$ cat config.mk
export PLATFORM = sky130hd
export DESIGN_NAME = pipe_hazard_sequencer
export DESIGN_NICKNAME = d
export VERILOG_FILES = /design/src/rtl/pipe_hazard_sequencer.sv
export SDC_FILE = /design/constraint.sdc
export NUM_CORES = 1
export LEC_CHECK = 0
export ABC_CLOCK_PERIOD_IN_PS = 1800
export BUFFER_PORTS_ARGS = -buffer_cell sky130_fd_sc_hd__buf_2
export CAP_MARGIN = 0
export CORE_UTILIZATION = 47
export DETAILED_ROUTE_END_ITERATION = 12
export PLACE_DENSITY = 0.76
export SYNTH_ARGS = -nofsm -noshare
export SYNTH_HDL_FRONTEND = slang
export SYNTH_SLANG_ARGS = --single-unit
$ cat constraint.sdc
create_clock -name clk -period 1.8 [get_ports clk]
set_input_delay 0.18 -clock clk [delete_from_list [all_inputs] [get_ports clk]]
set_output_delay 0.18 -clock clk [all_outputs]
set_load 0.1 [all_outputs]
$ cat src/rtl/pipe_hazard_sequencer.sv
// Stall/flush sequencer for the 5-stage pipeline: resolves load-use, taken-branch
// and data-memory-wait hazards with same-cycle control outputs.
module pipe_hazard_sequencer #(
    parameter int FLUSH_CYCLES = 1,
    parameter int MAX_WAIT     = 16,
    parameter int CNT_W        = 16
) (
    input  logic             clk,
    input  logic             rst,
    input  logic [4:0]       i_id_rs,
    input  logic [4:0]       i_id_rt,
    input  logic             i_id_uses_rt,
    input  logic             i_idex_memread,
    input  logic [4:0]       i_idex_rt,
    input  logic             i_branch_taken,
    input  logic             i_mem_busy,
    output logic             o_pc_write,
    output logic             o_ifid_write,
    output logic             o_ifid_flush,
    output logic             o_idex_write,
    output logic             o_idex_bubble,
    output logic             o_exmem_write,
    output logic             o_exmem_flush,
    output logic [1:0]       o_state,
    output logic [CNT_W-1:0] o_stall_cycles,
    output logic             o_wait_timeout
);

    typedef enum logic [1:0] {
        RUN      = 2'd0,
        MEM_WAIT = 2'd2,
        FLUSH    = 2'd3
    } state_t;

    state_t           r_state;
    logic [2:0]       r_flush_cnt;
    logic [7:0]       r_wait_cnt;
    logic [CNT_W-1:0] r_stall_cycles;
    logic             r_wait_timeout;

    state_t     w_next_state;
    logic [2:0] w_next_flush_cnt;
    logic [7:0] w_next_wait_cnt;
    logic       w_set_timeout;
    logic       w_lu;
    logic       w_pc_write;
    logic       w_ifid_write;
    logic       w_ifid_flush;
    logic       w_idex_write;
    logic       w_idex_bubble;
    logic       w_exmem_write;
    logic       w_exmem_flush;

    assign w_lu = i_idex_memread && (i_idex_rt != 5'd0) &&
                  ((i_idex_rt == i_id_rs) || (i_id_uses_rt && (i_idex_rt == i_id_rt)));

    always_comb begin
        w_next_state     = r_state;
        w_next_flush_cnt = r_flush_cnt;
        w_next_wait_cnt  = r_wait_cnt;
        w_set_timeout    = 1'b0;
        w_pc_write       = 1'b0;
        w_ifid_write     = 1'b0;
        w_ifid_flush     = 1'b0;
        w_idex_write     = 1'b0;
        w_idex_bubble    = 1'b0;
        w_exmem_write    = 1'b0;
        w_exmem_flush    = 1'b0;
        if (!rst) begin
            if (i_mem_busy) begin
                // Whole pipe frozen; FLUSH simply holds its remaining count.
                if (r_state == MEM_WAIT) begin
                    if (r_wait_cnt < 8'(MAX_WAIT))
                        w_next_wait_cnt = r_wait_cnt + 8'd1;
                    if (r_wait_cnt >= 8'(MAX_WAIT - 1))
                        w_set_timeout = 1'b1;
                end else if (r_state != FLUSH) begin
                    w_next_state    = MEM_WAIT;
                    w_next_wait_cnt = 8'd1;
                end
            end else if (r_state == FLUSH) begin
                w_pc_write       = 1'b1;
                w_ifid_write     = 1'b1;
                w_idex_write     = 1'b1;
                w_exmem_write    = 1'b1;
                w_ifid_flush     = 1'b1;
                w_idex_bubble    = 1'b1;
                w_next_flush_cnt = r_flush_cnt - 3'd1;
                if (r_flush_cnt <= 3'd1)
                    w_next_state = RUN;
            end else begin
                // RUN, or MEM_WAIT whose memory just became ready, behaves as RUN.
                w_pc_write      = 1'b1;
                w_ifid_write    = 1'b1;
                w_idex_write    = 1'b1;
                w_exmem_write   = 1'b1;
                w_next_state    = RUN;
                w_next_wait_cnt = 8'd0;
                if (i_branch_taken) begin
                    w_ifid_flush  = 1'b1;
                    w_idex_bubble = 1'b1;
                    w_exmem_flush = 1'b1;
                    if (FLUSH_CYCLES > 0) begin
                        w_next_state     = FLUSH;
                        w_next_flush_cnt = 3'(FLUSH_CYCLES);
                    end
                end else if (w_lu) begin
                    w_pc_write    = 1'b0;
                    w_ifid_write  = 1'b0;
                    w_idex_bubble = 1'b1;
                end
            end
        end
    end

    always_ff @(posedge clk) begin
        if (rst) begin
            r_state        <= RUN;
            r_flush_cnt    <= 3'd0;
            r_wait_cnt     <= 8'd0;
            r_stall_cycles <= '0;
            r_wait_timeout <= 1'b0;
        end else begin
            r_state     <= w_next_state;
            r_flush_cnt <= w_next_flush_cnt;
            r_wait_cnt  <= w_next_wait_cnt;
            if (w_set_timeout)
                r_wait_timeout <= 1'b1;
            if (!w_pc_write && (r_stall_cycles != {CNT_W{1'b1}}))
                r_stall_cycles <= r_stall_cycles + 1'b1;
        end
    end

    // A flush or bubble only has meaning on a register that is actually loading.
    assign o_pc_write     = w_pc_write;
    assign o_ifid_write   = w_ifid_write;
    assign o_ifid_flush   = w_ifid_flush & w_ifid_write;
    assign o_idex_write   = w_idex_write;
    assign o_idex_bubble  = w_idex_bubble & w_idex_write;
    assign o_exmem_write  = w_exmem_write;
    assign o_exmem_flush  = w_exmem_flush & w_exmem_write;
    assign o_state        = r_state;
    assign o_stall_cycles = r_stall_cycles;
    assign o_wait_timeout = r_wait_timeout;

endmodule

---- Word-level counts from Yosys, hierarchy flattened ----
Index checks and enable logic that the tools add are counted.
word-level totals
  bits in registers ....................... 30
  latch bits .............................. 0
  RAM bits ................................ 0
  bits in read-only memories .............. 0
  input port bits ......................... 21
  output and inout port bits .............. 26
  word-level logic and storage cells ...... 74
  memories kept ........................... 0
cells by class
  add/sub/neg operators ................... 3
  multipliers ............................. 0
  div/mod/pow operators ................... 0
  magnitude comparators ................... 3
  equality and inequality tests ........... 12
  shift operators ......................... 0
  muxes and demuxes ....................... 36
  bitwise gates (word level) .............. 4
  reductions and logical operators ........ 11
operators with widths
  cell                                                                              number
  8-bit two-way mux                                                                 5
  1-bit two-way mux                                                                 23
  16-bit by 1-bit adder with 16-bit output, second input constant                   1
  16-bit != test, second input constant                                             1
  2-bit two-way mux                                                                 6
  5-bit equality test                                                               2
  8-bit by 1-bit adder with 8-bit output, second input constant                     1
  8-bit by 4-bit >= comparator with 1-bit output, second input constant             1
  8-bit by 5-bit < comparator with 1-bit output, second input constant              1
  3-bit two-way mux                                                                 2
  2-bit != test, second input constant                                              3
  3-bit by 2-bit != test with 1-bit output, second input constant                   2
  3-bit AND reduction                                                               2
  5-bit nonzero test                                                                1
  2-bit equality test, second input constant                                        2
  1-bit logical AND                                                                 4
  1-bit AND                                                                         3
  3-bit by 1-bit less-or-equal comparator with 1-bit output, second input constant  1
  3-bit by 1-bit != test with 1-bit output, second input constant                   1
  3-bit by 1-bit subtractor with 3-bit output, second input constant                1
  2-bit by 1-bit != test with 1-bit output, second input constant                   1
  2-bit AND reduction                                                               1
  2-bit nonzero test                                                                1
  1-bit logical NOT                                                                 1
  other kinds (2)                                                                   2

---- Depth between registers and ports, before layout ----
  depth in word-level cells ............... 11
  mapped depth ............................ 8
  mapped depth without buffers ............ 7

---- Worst setup path after synthesis ----
Ideal clock, no wire load.
  kind .................................... input -> output
  start ................................... in i_mem_busy
  end ..................................... out o_idex_bubble
  arrival time ............................ 3846 ps
  data required time ...................... 1620 ps
  path slack .............................. -2226 ps
  stages on the path ...................... 2
  path buffers ............................ 0
  cells stage by stage .................... nor2_1 a21boi_0
on the way
  longest elaborated chain between the ends .. 3
  elaborated cells on any way between the ends .. 5
  those cells by class .................... 4 x mux; 1 x bitwise
ends and longest elaborated chain
  element            line  text
  from (decl)        16    input logic i_mem_busy,
  1-bit two-way mux  70    if (i_mem_busy) begin
  1-bit two-way mux  69    if (!rst) begin
  1-bit AND *        139   assign o_idex_bubble = w_idex_bubble & w_idex_write;
  to (decl)          21    output logic o_idex_bubble,
Mark *: on every way between the ends. The rest lies on a longest branch, timed or not.

---- Worst setup path after layout ----
  start ................................... in i_idex_rt[4]
  end ..................................... out o_pc_write
on the way
  longest elaborated chain between the ends .. 9
  elaborated cells on any way between the ends .. 12
  those cells by class .................... 2 x eq/ne; 5 x mux; 5 x reduce/logical
ends and longest elaborated chain
  element              line  text
  from (decl)          14    input logic [4:0] i_idex_rt,
  5-bit equality test  55    ((i_idex_rt == i_id_rs) || (i_id_uses_rt && (i_idex_rt == i_id_rt)));
  1-bit logical AND    55
  1-bit logical OR     55
  1-bit logical AND *  54    assign w_lu = i_idex_memread && (i_idex_rt != 5'd0) &&
  1-bit two-way mux *  107   end else if (w_lu) begin
  1-bit two-way mux *  99    if (i_branch_taken) begin
  1-bit two-way mux *  81    end else if (r_state == FLUSH) begin
  1-bit two-way mux *  70
  1-bit two-way mux *  69
  to (decl)            17    output logic o_pc_write,
Marks and branches as above.

==> flow_summary.ini <==
[power_and_ir_drop]
power.net_switching_mw = 0.5285
power.share.switching_pct = 34.70
clockPowerShare_pct = 29.2
power.combinational.fraction_pct = 26.3
seq_power_share_pct = 44.5
power.ir.vdd_worst_v = 0.0004766
power_density_nw_per_um2 = 606.2
power.leakage_nw = 1.003
power_report.internal_total_mw = 0.9945

[drt]
drt_iter0_drc = 124
detail_route.wirelength_mm = 4.460
route.detailed.wl_per_inst_um = 13.94
drt_first_pass_iters = 5
count_of_nets_left_with_antenna_violations_after_detail_routing = 0
drt-vias-per-instance = 5.678
drcViolationCount = 0
detailroute.via_count = 1817

[setup_path]
r2r_slack_ns = 0.03
setup.worst_path.class = in2out
cp_arrival_ns = 1.61
ff2ff_path_depth = 8
endpoint_kind = output port
critPathRequiredTime_ns = 1.62
path_max_fanout = 5
start_kind = input pin

[finish]
layout.nets = 298
layoutNonFillerInstCount = 320
insertedDiodeCount = 0
final.fill_count = 269
area_growth_syn_to_layout_pct = 47.32
design_area_um2 = 2512
drive_above_1_share_pct = 46.35

[global_route]
grt_pass1_wl_mm = 6.824
total_grt_overflow = 0
grt_max_degree = 25
grt_antenna_before_repair = 0
gr-usage-all-layers_pct = 22.25
via_count_of_the_first_global_routing_pass = 1566

[outcome]
run_status = finished, final reports clean

[yosys]
synthesized_cell_area_um2 = 1705
synth.ff_latch_count = 30
synth_top_family_by_area = simple AND/OR/NAND/NOR gates
count_of_flip_flops_with_a_built_in_enable_after_synthesis = 0
synth.avg_cell_area_um2 = 8.401
yosys_warnings = 0
synth_simple_gate_area_share_pct = 27.00
yosys.cell_types.count = 49
muxShareOfSynthArea_pct = 2.128
synth-compound-area-share_pct = 20.10
synth_sequential_area_ratio_pct = 35.22
yosys_most_used_dff = sky130_fd_sc_hd__dfxtp_1
async_flop_share_pct = 0
synth_adder_area_share_pct = 2.935
post_synth_xor_area_fraction_pct = 7.190
syn_nets = 228
syn_inst = 203

[clock_network]
cts-buffers-inserted = 5
post_cts_hold_buffer_count = 0
cts.sink_count = 30
cts-htree-levels = 2
clockBufferDepth = 2
clockRootBuffer = sky130_fd_sc_hd__clkbuf_4
worstSkewPairLatency_ns = 0.34
worst_path_clk_slew_ns = 0.11
tritoncts = built

[placed_design]
dp.cells = 299
detailed_place.area_um2 = 2231
gp_routability_congestion = 0.7885
place_hpwl_mm = 2.901
buffer_ports.inserted = 46

[timing]
max_slew.worst_pin.slew_ns = 0.4947
timing.final.max_slew_violations = 0
rsz_0062_raised_after_global_routing = yes
fmax_mhz = 559.8
finalHoldViolCount = 0
fin_worst_skew_ns = 0.01191
timing.final.crit_share_pct = 99.24
slew_headroom_pct = 67.24
post-route-min-period_ns = 1.786
setup_viol_count_final = 0

[die]
floorplan.io_pins = 47
fp-row-count = 21
design.die.area_um2 = 3873
start_util_pct = 49.93
dieWidth_um = 62.24
die_y_um = 62.24
placeableCoreArea_um2 = 3416

[worst_hold_path]
hold_path.class = in2reg
min_path_cells = 2

[run]
cap_violations = 0
## kinds of logic (layout without fill, tap and decap cells)
group | Yosys count | in the layout
adder cells (fa/ha/maj) | 4 | 4
AND/OR/NAND/NOR | 83 | 83
buffers and inverters | 16 | 87
AO/OA/AOI/OAI | 53 | 53
XOR/XNOR | 14 | 14
flip-flops | 30 | 30
multiplexers | 3 | 3
## worst max-delay path, cell delays in order
cell and delay (ns):
sky130_fd_sc_hd__buf_8 0.10, sky130_fd_sc_hd__or4_4 0.54, sky130_fd_sc_hd__o21ai_4 0.20, sky130_fd_sc_hd__nor2_4 0.05
sky130_fd_sc_hd__a21boi_2 0.21, sky130_fd_sc_hd__buf_12 0.16, sky130_fd_sc_hd__buf_12 0.17
## cell usage in the layout (no fill, tap or decap), drive strengths merged, types with 9 or more instances in the layout
master  Yosys  routed
a21oi      23      23
buf         6      71
dfxtp      30      30
nand2      12      12
nand3      11      11
nor2       19      19
o21ai      10      10
o31ai       9       9
or4        10      10
xnor2      10      10
## routing by layer
metal,global-route usage [%],wire [µm]
met5,0,0
met1,25.40,1889
met2,39.15,2269
met3,5.147,223
met4,10.17,78
## power by group through the flow
stage | combinational [mW] | sequential, mW | clock (mW)
CTS | 0.380 | 0.677 | 0.450
global route | 0.421 | 0.680 | 0.487
finish | 0.400 | 0.678 | 0.445
detailed placement | 0.352 | 0.694 | 0
global placement | 0.347 | 0.693 | 0
floorplan | 0.190 | 0.764 | 0
## cells in the mapped netlist (2+ instances only)
cell	instances	share of area (%)
sky130_fd_sc_hd__buf_4	2	0.88
sky130_fd_sc_hd__a21oi_1	21	6.2
sky130_fd_sc_hd__o21ai_1	2	0.59
sky130_fd_sc_hd__nand2_1	12	2.6
sky130_fd_sc_hd__a21oi_2	2	1.0
sky130_fd_sc_hd__ha_1	4	2.9
sky130_fd_sc_hd__nand4_1	6	2.2
sky130_fd_sc_hd__o31ai_1	9	4.0
sky130_fd_sc_hd__or3_1	7	2.6
sky130_fd_sc_hd__nand3_1	11	3.2
sky130_fd_sc_hd__nor3_1	4	1.2
sky130_fd_sc_hd__or4_1	8	3.5
sky130_fd_sc_hd__dfxtp_1	30	35
sky130_fd_sc_hd__xor2_1	4	2.1
sky130_fd_sc_hd__a21boi_2	2	1.3
sky130_fd_sc_hd__xnor2_1	10	5.1
sky130_fd_sc_hd__nand2b_1	2	0.73
sky130_fd_sc_hd__clkbuf_1	4	0.88
sky130_fd_sc_hd__or4_4	2	1.3
sky130_fd_sc_hd__and3_1	3	1.1
sky130_fd_sc_hd__o21ai_0	7	2.1
sky130_fd_sc_hd__nor2_1	18	4.0
sky130_fd_sc_hd__inv_1	6	1.3
sky130_fd_sc_hd__a41oi_1	2	1.0
## repair_timing
item                                    4_1_cts  5_1_grt
setup buffers                                 5        7
pin swaps                                     7       11
cloned                                        1        0
resized for setup                             7       13
endpoints found under the setup margin        3       19
## path summary, 6_finish.rpt
kind,start,to
worst max-delay path,i_idex_rt[4],o_pc_write
worst min-delay path,rst,o_state[0]
worst max register to register,o_stall_cycles[6],o_stall_cycles[14]
worst min register to register,o_wait_timeout,o_wait_timeout
## state kept, by name, indices dropped and copies added (netlist names)
name and count:
o_stall_cycles 16, r_wait_cnt 8, o_state 2, o_wait_timeout 1, r_flush_cnt 3
## metrics by stage
stage / utilization (%) / power [mW] / setup TNS (ns) / hold WS [ns] / worst slack [ns]
floorplan: - / 0.9533 / -0.08249 / 0.3611 / -0.05205
global placement: 65.31 / 1.039 / -0.06196 / 0.4321 / -0.06196
CTS: 69.82 / 1.506 / -0.009984 / 0.1157 / -0.005355
finish: 73.55 / 1.523 / 0 / 0.1270 / 0.01370
global route: 73.55 / 1.588 / -0.2155 / 0.1364 / -0.06759
detailed placement: 65.31 / 1.046 / -0.2669 / 0.4444 / -0.1077
## area by class of cell
cell class | instances | area, µm² | area share (%)
Multi-Input combinational cell | 157 | 1166 | 46.41
Sequential cell | 30 | 668.1 | 26.59
Timing Repair Buffer | 73 | 535.5 | 21.31
Tap cell | 46 | 57.56 | 2.291
Clock buffer | 6 | 51.30 | 2.042
Inverter | 6 | 22.52 | 0.8964
Clock inverter | 2 | 11.26 | 0.4482
Note: power is estimated with default switching activity, not from simulation.
